==> src/rtl/fetch_unit_pkg.sv <==
// Shared definitions for the RV32I fetch stage: NOP encoding, opcode map,
// reset defaults and the {pc,inst} record carried through the fetch queue.
package fetch_unit_pkg;

  localparam logic [31:0] NOP_INST         = 32'h0000_0013;
  localparam logic [31:0] RESET_PC_DEFAULT = 32'h0000_0000;
  localparam int          QDEPTH_DEFAULT   = 2;

  // Major opcodes as seen in inst[6:2]; the fixed 2'b11 suffix is dropped.
  typedef enum logic [4:0] {
    OP_LOAD   = 5'b00000,
    OP_ITYPE  = 5'b00100,
    OP_AUIPC  = 5'b00101,
    OP_STORE  = 5'b01000,
    OP_RTYPE  = 5'b01100,
    OP_LUI    = 5'b01101,
    OP_BRANCH = 5'b11000,
    OP_JALR   = 5'b11001,
    OP_JAL    = 5'b11011
  } opcode_e;

  typedef struct packed {
    logic [31:0] pc;
    logic [31:0] inst;
  } fetch_entry_t;

  function automatic logic [31:0] wordAlign(input logic [31:0] addr);
    return addr & ~32'h3;
  endfunction

endpackage

==> src/rtl/fetch_unit_if.sv <==
// Instruction-memory request/response bus between the fetch stage (master)
// and the instruction memory (slave).
interface fetch_unit_if;
  logic        req;
  logic [31:0] addr;
  logic        rdy;
  logic        rvalid;
  logic [31:0] rdata;

  modport master (output req, output addr, input rdy, input rvalid, input rdata);
  modport slave  (input req, input addr, output rdy, output rvalid, output rdata);
endinterface

==> src/rtl/fetch_unit_queue.sv <==
// Small synchronous FIFO of fetched {pc,inst} records with flush; push and
// pop may happen in the same cycle.
module fetch_queue
  import fetch_unit_pkg::*;
#(
  parameter int QDEPTH = QDEPTH_DEFAULT
) (
  input  logic                       clk,
  input  logic                       rst,
  input  logic                       push_i,
  input  logic                       pop_i,
  input  logic                       flush_i,
  input  fetch_entry_t               wdata_i,
  output fetch_entry_t               rdata_o,
  output logic                       empty_o,
  output logic [$clog2(QDEPTH):0]    count_o
);

  localparam int AW = $clog2(QDEPTH);
  localparam logic [AW:0] DEPTH_W = (AW + 1)'(QDEPTH);

  logic [AW:0]  wptr_q, rptr_q;
  fetch_entry_t mem_q [QDEPTH];
  logic         doPush, doPop, full;

  assign count_o = wptr_q - rptr_q;
  assign empty_o = (count_o == '0);
  assign full    = (count_o == DEPTH_W);
  assign doPop   = pop_i && !empty_o;
  assign doPush  = push_i && (!full || doPop);
  assign rdata_o = mem_q[rptr_q[AW-1:0]];

  // Pointers carry one extra wrap bit so full and empty are distinguishable.
  always_ff @(posedge clk) begin
    if (!rst || flush_i) begin
      wptr_q <= '0;
      rptr_q <= '0;
    end else begin
      if (doPush) wptr_q <= wptr_q + 1'b1;
      if (doPop)  rptr_q <= rptr_q + 1'b1;
    end
  end

  always_ff @(posedge clk) begin
    if (doPush && !flush_i) mem_q[wptr_q[AW-1:0]] <= wdata_i;
  end

endmodule

==> src/rtl/fetch_unit.sv <==
// RV32I instruction-fetch stage with F/D pipeline register: PC generation,
// single-outstanding imem requests, response queue/bypass and decode fields.
module fetch_unit
  import fetch_unit_pkg::*;
#(
  parameter logic [31:0] RESET_PC = RESET_PC_DEFAULT,
  parameter int          QDEPTH   = QDEPTH_DEFAULT
) (
  input  logic                clk,
  input  logic                rst,
  fetch_unit_if.master        imem,
  input  logic                stall_i,
  input  logic                next_pc_sel_i,
  input  logic [31:0]         jb_pc_i,
  output logic                D_valid_o,
  output logic [31:0]         D_pc_o,
  output logic [31:0]         D_inst_o,
  output logic [4:0]          opcode_o,
  output logic [2:0]          f3_o,
  output logic                f7_o,
  output logic [4:0]          rs1_o,
  output logic [4:0]          rs2_o,
  output logic [4:0]          rd_o
);

  localparam int AW = $clog2(QDEPTH);
  localparam logic [AW:0] DEPTH_W = (AW + 1)'(QDEPTH);

  logic [31:0]  fetchPc_q, fetchPc_d;
  logic [31:0]  reqPc_q, reqPc_d;
  logic         outstanding_q, outstanding_d;
  logic         discard_q, discard_d;
  logic         dValid_q, dValid_d;
  logic [31:0]  dPc_q, dPc_d;
  logic [31:0]  dInst_q, dInst_d;

  logic         respLive, respUse, advance, bypass, qPush, qPop, qEmpty, accept;
  logic [AW:0]  qCount, occNext;
  fetch_entry_t qHead, respEntry;

  assign respLive  = imem.rvalid && outstanding_q;
  assign respUse   = respLive && !discard_q && !next_pc_sel_i;
  assign advance   = !stall_i && !next_pc_sel_i;
  assign qPop      = advance && !qEmpty;
  assign bypass    = advance && qEmpty && respUse;
  assign qPush     = respUse && !bypass;
  assign occNext   = qCount + (AW + 1)'(qPush) - (AW + 1)'(qPop);
  assign respEntry = '{pc: reqPc_q, inst: imem.rdata};

  // A request is only issued if its response is guaranteed a queue slot.
  assign imem.req  = rst && !next_pc_sel_i && (!outstanding_q || imem.rvalid)
                     && (occNext < DEPTH_W);
  assign imem.addr = fetchPc_q;
  assign accept    = imem.req && imem.rdy;

  fetch_queue #(.QDEPTH(QDEPTH)) u_queue (
    .clk     (clk),
    .rst     (rst),
    .push_i  (qPush),
    .pop_i   (qPop),
    .flush_i (next_pc_sel_i),
    .wdata_i (respEntry),
    .rdata_o (qHead),
    .empty_o (qEmpty),
    .count_o (qCount)
  );

  always_comb begin
    fetchPc_d     = fetchPc_q;
    reqPc_d       = reqPc_q;
    outstanding_d = outstanding_q;
    discard_d     = discard_q;
    dValid_d      = dValid_q;
    dPc_d         = dPc_q;
    dInst_d       = dInst_q;

    if (next_pc_sel_i)  fetchPc_d = wordAlign(jb_pc_i);
    else if (accept)    fetchPc_d = fetchPc_q + 32'd4;
    if (accept)         reqPc_d   = fetchPc_q;

    if (accept)         outstanding_d = 1'b1;
    else if (respLive)  outstanding_d = 1'b0;

    // An in-flight request that is not answered this cycle becomes stale.
    if (next_pc_sel_i)  discard_d = outstanding_q && !imem.rvalid;
    else if (respLive)  discard_d = 1'b0;

    if (next_pc_sel_i) begin
      dValid_d = 1'b0;
      dInst_d  = NOP_INST;
    end else if (advance) begin
      if (qPop) begin
        dValid_d = 1'b1;
        dPc_d    = qHead.pc;
        dInst_d  = qHead.inst;
      end else if (bypass) begin
        dValid_d = 1'b1;
        dPc_d    = reqPc_q;
        dInst_d  = imem.rdata;
      end else begin
        dValid_d = 1'b0;
        dInst_d  = NOP_INST;
      end
    end
  end

  always_ff @(posedge clk) begin
    if (!rst) begin
      fetchPc_q     <= RESET_PC;
      reqPc_q       <= '0;
      outstanding_q <= 1'b0;
      discard_q     <= 1'b0;
      dValid_q      <= 1'b0;
      dPc_q         <= '0;
      dInst_q       <= NOP_INST;
    end else begin
      fetchPc_q     <= fetchPc_d;
      reqPc_q       <= reqPc_d;
      outstanding_q <= outstanding_d;
      discard_q     <= discard_d;
      dValid_q      <= dValid_d;
      dPc_q         <= dPc_d;
      dInst_q       <= dInst_d;
    end
  end

  assign D_valid_o = dValid_q;
  assign D_pc_o    = dPc_q;
  assign D_inst_o  = dInst_q;
  assign opcode_o  = dInst_q[6:2];
  assign f3_o      = dInst_q[14:12];
  assign f7_o      = dInst_q[30];
  assign rs1_o     = dInst_q[19:15];
  assign rs2_o     = dInst_q[24:20];
  assign rd_o      = dInst_q[11:7];

endmodule

==> src/flat_wrapper.sv <==
// flat-port wrapper written by rule: the top's interface ports become plain ports
module fetch_unit_flat import fetch_unit_pkg::*;
#(
  parameter logic [31:0] RESET_PC = RESET_PC_DEFAULT,
  parameter int          QDEPTH   = QDEPTH_DEFAULT
)
  (clk, rst, stall_i, next_pc_sel_i, jb_pc_i, D_valid_o, D_pc_o, D_inst_o, opcode_o, f3_o, f7_o, rs1_o, rs2_o, rd_o, imem_req, imem_addr, imem_rdy, imem_rvalid, imem_rdata);
  fetch_unit_if imem_i ();
  input  logic clk;
  input  logic rst;
  input  logic stall_i;
  input  logic next_pc_sel_i;
  input  logic [31:0] jb_pc_i;
  output logic D_valid_o;
  output logic [31:0] D_pc_o;
  output logic [31:0] D_inst_o;
  output logic [4:0] opcode_o;
  output logic [2:0] f3_o;
  output logic f7_o;
  output logic [4:0] rs1_o;
  output logic [4:0] rs2_o;
  output logic [4:0] rd_o;
  output wire logic [$bits(imem_i.req)-1:0] imem_req;
  output wire logic [$bits(imem_i.addr)-1:0] imem_addr;
  input wire logic [$bits(imem_i.rdy)-1:0] imem_rdy;
  input wire logic [$bits(imem_i.rvalid)-1:0] imem_rvalid;
  input wire logic [$bits(imem_i.rdata)-1:0] imem_rdata;
  assign imem_req = imem_i.req;
  assign imem_addr = imem_i.addr;
  assign imem_i.rdy = imem_rdy;
  assign imem_i.rvalid = imem_rvalid;
  assign imem_i.rdata = imem_rdata;
  fetch_unit #(.RESET_PC(RESET_PC), .QDEPTH(QDEPTH)) u_core (.clk(clk), .rst(rst), .imem(imem_i), .stall_i(stall_i), .next_pc_sel_i(next_pc_sel_i), .jb_pc_i(jb_pc_i), .D_valid_o(D_valid_o), .D_pc_o(D_pc_o), .D_inst_o(D_inst_o), .opcode_o(opcode_o), .f3_o(f3_o), .f7_o(f7_o), .rs1_o(rs1_o), .rs2_o(rs2_o), .rd_o(rd_o));
endmodule
==> config.mk <==
export PLATFORM = sky130hd
export DESIGN_NAME = fetch_unit_flat
export DESIGN_NICKNAME = d
export VERILOG_FILES = /design/src/rtl/fetch_unit_pkg.sv /design/src/rtl/fetch_unit_if.sv /design/src/rtl/fetch_unit_queue.sv /design/src/rtl/fetch_unit.sv /design/src/flat_wrapper.sv
export SDC_FILE = /design/constraint.sdc
export NUM_CORES = 1
export LEC_CHECK = 0
export BUFFER_PORTS_ARGS = -buffer_cell sky130_fd_sc_hd__buf_2
export CELL_PAD_IN_SITES_DETAIL_PLACEMENT = 1
export CELL_PAD_IN_SITES_GLOBAL_PLACEMENT = 2
export CORE_ASPECT_RATIO = 1.1
export CORE_UTILIZATION = 39
export DETAILED_ROUTE_END_ITERATION = 12
export PLACE_DENSITY_LB_ADDON = 0.25
export SLEW_MARGIN = 10
export SYNTH_ARGS = -nofsm -noshare
export SYNTH_HDL_FRONTEND = slang
export SYNTH_SLANG_ARGS = --single-unit
==> constraint.sdc <==
create_clock -name clk -period 6.8 [get_ports clk]
set_clock_uncertainty 0.2 [all_clocks]
set_input_delay 0.34 -clock clk [delete_from_list [all_inputs] [get_ports clk]]
set_output_delay 0.34 -clock clk [all_outputs]
set_load 0.005 [all_outputs]
## Yosys cells after proc, flatten, opt, wreduce, memory -nomap -nowiden

Memory sizes are Yosys's and may differ from the RTL's. A register that Yosys moved wholly into a read port is not among the register bits.
Cells that the tools add are included.

| storage, ports and cells | value |
|---|---|
| register bits after elaboration | 135 |
| bits in writable memories | 128 |
| input port bits | 70 |
| output and inout bits | 122 |
| logic and storage cells | 71 |
| memories kept | 1 |

| operators by class | value |
|---|---|
| $add $sub $neg | 6 |
| order comparisons | 1 |
| equal/unequal tests | 1 |
| mux-type cells | 15 |
| bitwise operators | 2 |
| reduce and logical (&&, ||, !) cells | 35 |

Memories:

| name | words | width | rd ports | clocked after Yosys merged registers in | write ports | line | RTL |
|---|---|---|---|---|---|---|---|
| u_core.u_queue.mem_q | 2 | 64 | 1 | 1 | 1 | fetch_unit_queue.sv:23 | `fetch_entry_t mem_q [QDEPTH];` |

Operators with widths:

| cell | number |
|---|---|
| 2-to-1 mux 32 bit | 6 |
| adder 32 x 3 -> 32 bit (second input constant) | 1 |
| logical AND 1 bit | 16 |
| logical NOT 1 bit | 9 |
| 2-to-1 mux 1 bit | 9 |
| nonzero test 2 bit | 4 |
| adder 2 x 1 -> 2 bit (second input constant) | 2 |
| logical OR 1 bit | 3 |
| AND reduction 3 bit | 1 |
| adder 2 x 1 -> 2 bit | 1 |
| == test 2 bit (second input constant) | 1 |
| logical NOT 2 bit | 1 |
| < comparator 2 bit (second input constant) | 1 |
| inverter 1 bit | 2 |
| OR reduction 2 bit | 1 |
| subtractor 2 x 1 -> 2 bit | 1 |
| subtractor 2 bit | 1 |

## Longest topological paths before layout

Gate-level depths: netlist of the first run.

| depth | value |
|---|---|
| depth after elaboration | 13 |
| depth in mapped cells | 14 |

## Modules after synthesis

From an unflattened synthesis of the first run, not the netlist that was laid out.

| unflattened totals | value |
|---|---|
| cell total of the unflattened synthesis | 946 |
| area total of the unflattened synthesis | 10,786.6 µm² |

Modules (own cells, without submodules):

| module | times used | cells each | area each (µm²) | sequential area each (µm²) |
|---|---|---|---|---|
| fetch_unit | 1 | 713 | 5,861.9 | 2,542.4 |
| fetch_queue | 1 | 233 | 4,924.7 | 3,943.8 |

## Worst setup path before layout of the first run

OpenSTA, ideal clock, no wires.

| timing path | value |
|---|---|
| path kind | register -> register |
| start | register u_core.u_queue.rptr_q[1] |
| end | memory u_core.u_queue.mem_q[1][0] in the netlist's numbering, enable pin |
| setup time | 428 ps |
| arrival time | 2,637 ps |
| data required time | 6,172 ps |
| setup slack | 3,535 ps |
| stages on the path, launching flop included | 4 |
| path buffers | 0 |
| cell sequence | dfxtp_1 -> xnor3_1 -> a211oi_1 -> and2_1 |

| on the way | value |
|---|---|
| word-level cells in the longest chain between the ends | 10 |
| elaborated cells between the ends (all ways) | 16 |

Ends and longest elaborated chain:

| what | line | RTL |
|---|---|---|
| start, declared | fetch_unit_queue.sv:22 | `logic [AW:0] wptr_q, rptr_q;` |
| start signal, assigned | fetch_unit_queue.sv:40 | `if (doPop) rptr_q <= rptr_q + 1'b1;` |
| subtractor 2 bit (*) | fetch_unit_queue.sv:26 | `assign count_o = wptr_q - rptr_q;` |
| logical NOT 2 bit | fetch_unit_queue.sv:27 | `assign empty_o = (count_o == '0);` |
| logical AND 1 bit / logical NOT 1 bit (equally long branches) | fetch_unit.sv:45, fetch_unit_queue.sv:29, fetch_unit.sv:44 |  |
| logical AND 1 bit, on equally long branches | fetch_unit.sv:45, fetch_unit.sv:44 |  |
| logical NOT 1 bit / logical AND 1 bit (equally long branches) | fetch_unit.sv:46, fetch_unit_queue.sv:29 |  |
| logical AND 1 bit / logical OR 1 bit (equally long branches) | fetch_unit.sv:46, fetch_unit_queue.sv:30 |  |
| logical AND 1 bit (*) | fetch_unit_queue.sv:30 | `assign doPush = push_i && (!full \|\| doPop);` |
| logical AND 1 bit (*) | fetch_unit_queue.sv:45 | `if (doPush && !flush_i) mem_q[wptr_q[AW-1:0]] <= wdata_i;` |
| 2-to-1 mux 1 bit (*) | fetch_unit_queue.sv:45 |  |
| 2-to-1 mux 1 bit (implied by the code) (*) | fetch_unit_queue.sv:45 |  |
| end, declared | fetch_unit_queue.sv:23 |  |

Every way passes the cells marked *; elsewhere a longest branch is shown, timed or not.

## Worst setup path after layout of the first run

| timing path | value |
|---|---|
| start | register u_core.u_queue.wptr_q[0] |
| end | register u_core.fetchPc_q[23] (netlist: u_core.imem.addr[23]) |

| on the way | value |
|---|---|
| word-level cells in the longest chain between the ends | 12 |
| elaborated cells between the ends (all ways) | 14 |

Ends and longest elaborated chain:

| what | line | RTL |
|---|---|---|
| start, declared | fetch_unit_queue.sv:22 |  |
| start signal, assigned | fetch_unit_queue.sv:39 | `if (doPush) wptr_q <= wptr_q + 1'b1;` |
| subtractor 2 bit (*) | fetch_unit_queue.sv:26 |  |
| logical NOT 2 bit | fetch_unit_queue.sv:27 |  |
| logical AND 1 bit (2 in series) | fetch_unit.sv:45 | `assign bypass = advance && qEmpty && respUse;` |
| logical NOT 1 bit | fetch_unit.sv:46 | `assign qPush = respUse && !bypass;` |
| logical AND 1 bit | fetch_unit.sv:46 |  |
| adder 2 x 1 -> 2 bit | fetch_unit.sv:47 | `assign occNext = qCount + (AW + 1)'(qPush) - (AW + 1)'(qPop);` |
| subtractor 2 x 1 -> 2 bit (*) | fetch_unit.sv:47 |  |
| < comparator 2 bit (*) | fetch_unit.sv:52 | `&& (occNext < DEPTH_W);` |
| logical AND 1 bit (*) | fetch_unit.sv:52 |  |
| logical AND 1 bit (*) | fetch_unit.sv:54 | `assign accept = imem.req && imem.rdy;` |
| nonzero test 2 bit (no line) (*) | n/a |  |
| end signal, assigned | fetch_unit.sv:117 | `fetchPc_q <= fetchPc_d;` |
| end, declared | fetch_unit.sv:29 | `logic [31:0] fetchPc_q, fetchPc_d;` |

Marked as above.
A chain may end at the register's enable or synchronous reset.

==> summary.md, run 1 <==
| Metric | Value |
|---|---|
| Initial antenna violation count | `0` |
| Largest net degree at the start of global routing | `64` |
| CP Max Fanout | `61` |
| Postcts setup bufs | `0` |
| F_max | `231 MHz` |
| Worst Path Buf+Inv | `3` |
| Worst-Skew Late Latency | `approximately 0.53 ns` |
| Crit end category | `register` |
| CTS tree | `done` |
| Total Neg Setup Slack | `0 ns` |
| #FFs+latches synth | `254` |
| Max Slew Vio Count | `0` |
| Setup violators final | `0` |
| Synth cell count leaders | `dfxtp_1, edfxtp_1, nand2_1` |
| Area contributors post-synth | `edfxtp_1, dfxtp_1, mux2i_1` |
| Detailed-route via count | `8130` |
| CTS buffer count | `27` |
| Total Routing Usage GR | `0.205` |
| Row count | `62` |
| Routed wire length | `28800 microns` |
| DRT Pass-1 Iters | `4` |
| # DRC | `0` |
| Clock Pin Slew Worst Setup and Hold Paths | `0.06 ns` |
| RSZ-0062 raised after global routing | `no` |
| Core Region | `~0.026 sq mm` |
| Cell with the most instances after synthesis | `dfxtp_1` |
| Footprint of the multi-input gates | `0.00377 sq mm` |
| Max VDD drop | `between 0.15 and 0.2 mV` |
| Crit path max-delay family | `simple AND/OR/NAND/NOR gates` |
| Worst Hold Launch | `jb_pc_i[21]` |
| Hold path cells | `4` |
| Htree depth | `1` |
| Final worst slack | `2.46 ns` |
| PortBufs | `approximately 190` |
| Longest Clk Path Bufs | `3` |
| Max stage delay on crit path | `~0.69 ns` |
| Library cells used by synthesis | `53` |
| Req. time, crit path | `7.06 ns` |
| Startpoint types | `register` |
| Max-slew headroom | `0.267` |
| Die X | `roughly 160 microns` |
| Clock Sink Count | `254` |
| Initial Util | `0.401` |
| Seq/Total Area, Yosys | `0.598` |
| Maxcap violations | `0` |
| GR Overflow Total | `0` |
| Hold_buf cts | `60` |
| First-pass GRT wire length | `around 46000 microns` |
| Hold Path End | `u_core.imem.addr[21]` |
| Reg2reg path depth | `12` |
| Async set-or-reset flop fraction in the synthesized netlist | `0` |
| Final Hold Vio Count | `0` |
| Die area | `approximately 0.028 sq mm` |
| Hold Crit Class | `in2reg` |
| Boundary pin count | `192` |
| PostCTS Resize Cnt | `0` |
| Top_reg_cell synth | `dfxtp_1` |
| Layout area overhead | `23.6%` |
| Final worst-path cycle share | `0.638` |
| RR Endpoint | `u_core.imem.addr[23]` |
| Post-synth EDFFs | `~120` |
| Pleak | `4.62 nW` |
| Synth Instances | `966` |
| Setup WS pre-CTS | `1.91 ns` |
| R2r setup slk | `2.46 ns` |
| Crit path cell chain | `inv_1, ha_1, nand2_1, nand2_2, buf_4, inv_1, ha_1, nor2_1, xnor3_2, or3_4, or4_1, a31oi_1` |
| Share of layout cells above drive strength 1 | `0.216` |
| Layout Nets | `1232` |
| Antenna-violating nets left | `0` |
| Power Dens Cells | `around 250 mW/mm^2` |
| Slew of the pin with the lowest slew margin | `~1.1 ns` |
| Worst setup path class | `reg2reg` |
| FF-to-FF Start | `u_core.u_queue.wptr_q[0]` |
| Storage cell area | `0.00633 sq mm` |
| Syn. warnings | `0` |
| Placer's final routability congestion estimate | `0.770` |
| First DRT Iteration DRCs | `roughly 330` |
| Post-Syn Area | `0.0106 sq mm` |
| WP data arrival | `4.59 ns` |
| Largest area contributor in the netlist | `edfxtp_1` |
| Vias per inst | `5.31` |
| DR WL/cell | `about 19 microns` |
| CP max stage cell | `or3_4` |
| Overall power | `approximately 3.3 mW` |
| Clock period minus worst slack | `between 4 and 5 ns` |
| DP HPWL | `17400 microns` |
| # fillers | `2904` |
| Avg Inst Size Synth | `10.9 sq um` |
| Number of global-route vias before repair | `8338` |
| Die Height | `175 microns` |
| Synth top area share | `0.352` |
| Status | `finished, final reports clean` |
| ANT cells | `0` |
| CTS root buf | `clkbuf_16` |
-- layout make-up --
type	instances	area share
inverter	8	0.00230
timing repair buffer	259	0.125
tap	352	0.0337
multi-input combinational	609	0.288
clock buffer	40	0.0578
sequential	254	0.484
clock inverter	8	0.00909
-- registers in the layout, indices dropped and copies added, names as in the netlist, named ones only --
name	flops
u_core.imem.addr	30
u_core.u_queue.wptr_q	2
u_core.outstanding_q	1
u_core.u_queue.rptr_q	2
u_core.reqPc_q	30
u_core.D_inst_o	32
u_core.u_queue.mem_q	124
u_core.discard_q	1
u_core.D_valid_o	1
u_core.D_pc_o	30
-- layer usage --
layer | share of wire | vias up | global-route usage
met2 | 0.49 | 189 | 0.363
met4 | 0.020 | 0 | 0.0529
li1 | - | 3902 | -
met5 | 0 | - | 0
met1 | 0.44 | 3993 | 0.263
met3 | 0.044 | 46 | 0.0292
-- metrics by stage --
stage               utilization  instance area (sq um)  hold WS (ns)  std cells
floorplan                     -                  10600         0.239        969
global placement          0.440                  11600         0.249       1422
detailed placement        0.440                  11600         0.260       1422
CTS                       0.496                  13100       0.00643       1530
global route              0.496                  13100        0.0472       1530
finish                    0.496                  13100        0.0276       1530
-- cell usage in the layout (no fill, tap or decap), types with 3 or more instances in the layout --
cell,Yosys,layout
nand2_1,114,113
mux2i_1,60,60
and2_1,7,5
or4_1,7,7
dfxtp_1,130,129
nor3_1,33,31
o21bai_1,3,3
mux2_2,3,3
nor4_1,6,6
clkbuf_1,55,11
or2_2,3,3
clkinv_2,0,4
edfxtp_1,124,124
dlygate4sd3_1,0,60
a22oi_1,4,4
a211oi_1,62,62
o41ai_1,3,3
nand4_1,12,12
o22ai_1,12,12
o211ai_1,4,4
a21oi_1,86,86
nor2b_1,59,59
clkbuf_16,0,28
conb_1,1,4
o31a_1,8,8
ha_1,3,3
a31oi_1,9,9
buf_2,7,185
bufinv_16,0,3
o31ai_1,3,3
o2bb2ai_1,3,3
and3_1,3,3
nand3_1,16,16
o21ai_0,38,38
inv_1,6,6
buf_4,28,14
nor2_1,19,17
-- power breakdown --
group	internal, mW	switching (mW)
clock network	0.881	0.588
registers	1.62	0.0312
logic	0.0881	0.103
-- logic make-up (layout without fill, tap and decap cells) --
group | count (synthesis) | in the layout | share of synthesized area
adder cells (fa/ha/maj) | 3 | 3 | 0.00355
multiplexers | 63 | 63 | 0.0600
other | 1 | 4 | 0.000355
AO/OA/AOI/OAI | 245 | 245 | 0.145
flip-flops | 254 | 254 | 0.598
AND/OR/NAND/NOR | 287 | 287 | 0.134
buffers and inverters | 106 | 315 | 0.0491
XOR/XNOR | 7 | 7 | 0.00923
-- worst reg2reg max path: stages (launching register included) --
cell and delay, ns:
dfxtp_1 0.32, inv_1 0.06, ha_1 0.34, nand2_1 0.12, nand2_2 0.07, buf_4 0.58
inv_1 0.21, ha_1 0.33, nor2_1 0.14, xnor3_2 0.43, or3_4 0.69, or4_1 0.60
a31oi_1 0.17
-- worst max-delay path by stage --
| stage | from | endpoint | slack [ns] | cells past startpoint |
|---|---|---|---|---|
| floorplan | u_core.u_queue.rptr_q[1] | u_core.u_queue.mem_q[1][0] | 3.54 | 3 |
| global placement | next_pc_sel_i | u_core.imem.addr[18] | 1.94 | 12 |
| CTS | u_core.u_queue.wptr_q[0] | u_core.imem.addr[18] | 2.42 | 12 |
| global route | u_core.u_queue.wptr_q[0] | u_core.imem.addr[18] | 2.16 | 12 |
| detailed placement | next_pc_sel_i | u_core.imem.addr[18] | 1.91 | 12 |
| finish | u_core.u_queue.wptr_q[0] | u_core.imem.addr[23] | 2.46 | 12 |
Note: power is estimated with default switching activity, not from simulation.
==> inputs of run 2 (changes only) <==
--- a/config.mk
+++ b/config.mk
@@ -9,7 +9,7 @@
 export CELL_PAD_IN_SITES_DETAIL_PLACEMENT = 1
 export CELL_PAD_IN_SITES_GLOBAL_PLACEMENT = 2
 export CORE_ASPECT_RATIO = 1.1
-export CORE_UTILIZATION = 39
+export CORE_UTILIZATION = 32
 export DETAILED_ROUTE_END_ITERATION = 12
 export PLACE_DENSITY_LB_ADDON = 0.25
 export SLEW_MARGIN = 10
==> constraint.sdc (replaced) <==
create_clock -name clk -period 3.74 [get_ports clk]
set_clock_uncertainty 0.2 [all_clocks]
set_input_delay 0.187 -clock clk [delete_from_list [all_inputs] [get_ports clk]]
set_output_delay 0.187 -clock clk [all_outputs]
set_load 0.005 [all_outputs]
==> run 2 against run 1 <==
Compared with the run above: sequential cell count stayed put; count of clock-buffer cells in the layout is 3 higher; fmax is 26% higher; register-to-register slack worse by 2.2 ns; global-route usage is 3.1 points lower; cell count is 6.5% higher; core utilization is 7.9 points lower; combinational power is 91% higher; worst setup slack worse by 2.2 ns; design area is 3.4% higher; via count is 0.48% higher; largest cell class unchanged; largest power group unchanged.
==> summary.md, run 2 (synthesis results as in run 1) <==
| Metric | Value |
|---|---|
| CP max stage cell | `or3_4` |
| Max-slew headroom | `0.457` |
| Setup violators final | `0` |
| Clock period minus worst slack | `approximately 3.4 ns` |
| Largest net degree at the start of global routing | `61` |
| Share of layout cells above drive strength 1 | `0.232` |
| First DRT Iteration DRCs | `345` |
| Antenna-violating nets left | `0` |
| Layout area overhead | `27.8%` |
| WHS | `0.0793 ns` |
| Crit path max-delay family | `simple AND/OR/NAND/NOR gates` |
| Pleak | `4.79 nW` |
| Placer's final routability congestion estimate | `0.726` |
| Power Dens Cells | `466 mW/mm^2` |
| Slew of the pin with the lowest slew margin | `0.815 ns` |
| RSZ-0062 raised after global routing | `no` |
| Post-DP Area | `0.0118 sq mm` |
| PostCTS Resize Cnt | `0` |
| F_max | `290 MHz` |
| Final worst-path cycle share | `0.922` |
| Initial Util | `0.326` |
| Total Neg Setup Slack | `0 ns` |
| CTS tree | `done` |
| Overall power | `~6.3 mW` |
| Max Slew Vio Count | `0` |
| Routed wire length | `29800 microns` |
| Final worst slack | `between 0.2 and 0.3 ns` |
| Most common cell after layout, fill and taps aside | `buf_2` |
| Worst setup path class | `reg2reg` |
| Longest Clk Path Bufs | `3` |
| Die X | `175 microns` |
| Vias per inst | `5.01` |
| GR Overflow Total | `0` |
| Clock Sink Count | `254` |
| Worst-Skew Late Latency | `0.53 ns` |
| Crit path cell chain | `inv_1, ha_1, nand2_1, nand2_2, inv_1, ha_1, nor2_1, xnor3_2, or3_4, or4_1, a31oi_1` |
| Row count | `69` |
| Maxcap violations | `0` |
| First-pass GRT wire length | `46900 microns` |
| Number of global-route vias before repair | `around 8500` |
| Detailed-route via count | `between 8000 and 9000` |
| Hold Crit Class | `in2reg` |
| Design area | `0.0135 sq mm` |
| Max VDD drop | `~0.29 mV` |
| Req. time, crit path | `between 3 and 4 ns` |
| Die Height | `between 150 and 200 microns` |
| DP HPWL | `18800 microns` |
| Placed cell count | `between 1500 and 2000` |
| Setup WS pre-CTS | `0.181 ns` |
| Leading cell types in the layout, fill and taps excluded | `buf_2, dfxtp_1, edfxtp_1, nand2_1, a21oi_1` |
| Die area | `approximately 0.034 sq mm` |
| CTS buffer count | `28` |
| Startpoint types | `register` |
| Htree depth | `1` |
| Max FFs per register | `124` |
| Worst Path Buf+Inv | `2` |
| PortBufs | `185` |
| Total Routing Usage GR | `0.174` |
| Clock Pin Slew Worst Setup and Hold Paths | `~0.060 ns` |
| Initial antenna violation count | `1` |
| CP Max Fanout | `21` |
| Final Util | `0.416` |
| Final non-filler cell total | `1629` |
| Boundary pin count | `192` |
| Status | `finished, final reports clean` |
| DR WL/cell | `18.3 microns` |
| R2r setup slk | `0.29 ns` |
| CTS root buf | `clkbuf_16` |
| # DRC | `0` |
| Max stage delay on crit path | `0.56 ns` |
| DRT Pass-1 Iters | `4` |
| Crit end category | `register` |
| Core Region | `0.0325 sq mm` |
| Final Hold Vio Count | `0` |
| Layout Nets | `approximately 1300` |
| WP data arrival | `3.70 ns` |
run 2: final cells by class:
| class | instances | area, sq um |
|---|---|---|
| antenna | 1 | 2.50 |
| clock buffer | 43 | 880 |
| clock inverter | 9 | 128 |
| fill | 3610 | 18900 |
| inverter | 8 | 30.0 |
| multi-input combinational | 610 | 3780 |
| sequential | 254 | 6330 |
| tap | 426 | 533 |
| timing repair buffer | 278 | 1840 |
run 2: repair_timing:
| item | CTS | global route |
|---|---|---|
| setup endpoints to repair | 0 | 2 |
| hold endpoints to repair | 131 | 0 |
| hold buffers | 65 | 0 |
| buffers inserted | 0 | 0 |
run 2: path summary, 6_finish.rpt:
| path | startpoint | to | depth (start not counted) |
|---|---|---|---|
| max reg2reg | u_core.u_queue.wptr_q[0] | u_core.imem.addr[23] | 11 |
| min reg2reg | u_core.D_inst_o[1] | u_core.D_inst_o[1] | 2 |
| max | u_core.u_queue.wptr_q[0] | u_core.imem.addr[23] | 11 |
| min | rst | u_core.imem.addr[22] | 4 |
run 2: where the power goes:
group	switching [mW]	internal, mW	total, mW
registers	0.0559	2.95	3.01
logic	0.193	0.172	0.365
clock network	1.10	1.82	2.92
run 2: routing by layer:
layer  track usage  wire length, microns
met1         0.226                 13500
met2         0.303                 14500
met3        0.0270                  1240
met4        0.0435                   515
met5             0                     0
run 2: worst register-to-register path, delay by kind of cell (launching register included):
kind / cells / cell delay (ns)
AO/OA/AOI/OAI: 1 / 0.18
XOR/XNOR: 1 / 0.46
adder cells (fa/ha/maj): 2 / 0.59
buffers and inverters: 2 / 0.18
flip-flops: 1 / 0.32
AND/OR/NAND/NOR: 5 / 1.45
==> inputs of run 3 (changes only) <==
==> constraint.sdc (replaced) <==
create_clock -name clk -period 3.74 [get_ports clk]
set_clock_uncertainty 0.2 [all_clocks]
set_input_delay 0.561 -clock clk [delete_from_list [all_inputs] [get_ports clk]]
set_output_delay 0.561 -clock clk [all_outputs]
set_load 0.005 [all_outputs]
==> run 3 against run 2 <==
Compared with the run above: power down 2.1%; first-iteration DRC count down 22%; core utilization down 1.5 points; register-to-register slack better by 0.099 ns; wire length down 0.39%; worst setup slack worse by 0.11 ns; cell count down 2.6%; clock power down 3%; non-clock buffer count down 43; largest power group unchanged.
==> summary.md, run 3 (synthesis results as in run 1) <==
| Metric | Value |
|---|---|
| Status | `finished, final reports clean` |
| Storage cell area | `0.00633 sq mm` |
| Die X | `175 microns` |
| Startpoint types | `register` |
| Overall power | `6.16 mW` |
| GR Overflow Total | `0` |
| Req. time, crit path | `just under 3 ns` |
| Post-DP Area | `~0.012 sq mm` |
| Core Region | `roughly 0.032 sq mm` |
| Htree depth | `1` |
| Max FFs per register | `about 120` |
| ANT cells | `0` |
| WP data arrival | `2.80 ns` |
| Final worst slack | `0.178 ns` |
| # DRC | `0` |
| Final Util | `0.401` |
| Setup violators final | `0` |
| Most common cell after layout, fill and taps aside | `buf_2` |
| Initial antenna violation count | `1` |
| Footprint of the multi-input gates | `0.00377 sq mm` |
| DRT Pass-1 Iters | `4` |
| Final non-filler cell total | `1586` |
| First-pass GRT wire length | `47200 microns` |
| Placed cell count | `1513` |
| DR WL/cell | `18.7 microns` |
| Largest net degree at the start of global routing | `61` |
| Final worst-path cycle share | `0.953` |
| Routed wire length | `29700 microns` |
| Worst-Skew Late Latency | `0.55 ns` |
| CTS tree | `done` |
| # fillers | `3629` |
| Detailed-route via count | `8040` |
| Antenna-violating nets left | `0` |
| CP Max Fanout | `6` |
| PortBufs | `185` |
| F_max | `281 MHz` |
| Total Neg Setup Slack | `0 ns` |
| Vias per inst | `roughly 5` |
| Hold Crit Class | `in2reg` |
| Max Slew Vio Count | `0` |
| Share of layout cells above drive strength 1 | `0.239` |
| Layout Nets | `~1200` |
| Total Routing Usage GR | `0.177` |
| Boundary pin count | `192` |
| Critical path startpoint | `u_core.u_queue.wptr_q[0]` |
| FF-to-FF Start | `u_core.u_queue.wptr_q[0]` |
| WHS | `0.0294 ns` |
| Final Hold Vio Count | `0` |
| Clock Sink Count | `254` |
| Maxcap violations | `0` |
| Setup WS pre-CTS | `0.223 ns` |
| Die area | `between 0.03 and 0.04 sq mm` |
| Pleak | `roughly 4.6 nW` |
| Design area | `approximately 0.013 sq mm` |
| Max-slew headroom | `0.453` |
| CTS buffer count | `29` |
| Initial Util | `0.326` |
| Power Dens Cells | `roughly 470 mW/mm^2` |
| Placer's final routability congestion estimate | `0.782` |
| Number of global-route vias before repair | `8302` |
| Layout area overhead | `23.2%` |
| Clock Pin Slew Worst Setup and Hold Paths | `0.06 ns` |
| First DRT Iteration DRCs | `269` |
| CTS root buf | `clkbuf_16` |
| RSZ-0062 raised after global routing | `no` |
| Crit end category | `output port` |
| Worst Hold Launch | `imem_rdata[18]` |
| Die Height | `193 microns` |
| Leading cell types in the layout, fill and taps excluded | `buf_2, dfxtp_1, edfxtp_1, nand2_1, a21oi_1` |
| Clock period minus worst slack | `between 3 and 4 ns` |
| Max VDD drop | `roughly 0.32 mV` |
| Longest Clk Path Bufs | `3` |
| Row count | `between 60 and 70` |
| DP HPWL | `19000 microns` |
| Worst setup path class | `reg2out` |
| Slew of the pin with the lowest slew margin | `roughly 0.82 ns` |
==> run 3: changes by cell type in the layout (fill, tap and decap cells not counted), moves of 2 or more <==
| cell | previous run | this run |
|---|---|---|
| dlygate4sd3_1 | 65 | 19 |
| clkbuf_1 | 5 | 10 |
| buf_4 | 24 | 26 |
| clkbuf_8 | 8 | 5 |
| clkinv_1 | 1 | 3 |
==> run 3: power by group <==
group          internal, mW  switching (mW)  total [mW]
Combinational         0.143           0.186       0.328
Sequential             2.95          0.0566        3.01
Clock                  1.71            1.12        2.83
Total                  4.80            1.36        6.16
==> run 3: layout make-up <==
cell class              count  area share
clock inverters             9     0.00758
multi-input cells         609       0.289
clock buffers              45      0.0658
inverters                   8     0.00230
repair buffers            235       0.108
flip-flops and latches    254       0.486
well taps                 426      0.0409
==> run 3: final timing paths <==
| check | endpoint | slack, ns | cells past startpoint |
|---|---|---|---|
| worst max-delay path | imem_req | 0.18 | 11 |
| worst min register to register | u_core.D_inst_o[1] | 0.28 | 2 |
| worst max register to register | u_core.imem.addr[16] | 0.39 | 11 |
| worst min-delay path | u_core.u_queue.mem_q[1][18] | 0.03 | 1 |
==> run 3: repair_timing <==
| action | in CTS | in global routing |
|---|---|---|
| buffers inserted | 0 | 0 |
| endpoints found under the setup margin | 0 | 1 |
| endpoints found under the hold margin | 37 | 0 |
| hold buffers | 19 | 0 |
| gates resized for setup | 0 | 2 |
==> run 3: critical path: stages, from the launching register on <==
cell and delay, ns:
dfxtp_1 0.33, inv_1 0.07, ha_1 0.35, nand2_2 0.10
nand2_2 0.07, inv_1 0.07, ha_1 0.29, nor2_1 0.13
xnor3_2 0.39, buf_4 0.19, nor2_1 0.14, buf_2 0.14
==> run 3: layer usage <==
metal / vias up / global-route usage / wire, microns
li1: 3877 / - / -
met1: 3927 / 0.235 / 13600
met3: 40 / 0.0240 / 1240
met5: - / 0 / 13
met2: 194 / 0.306 / 14400
met4: 2 / 0.0398 / 450
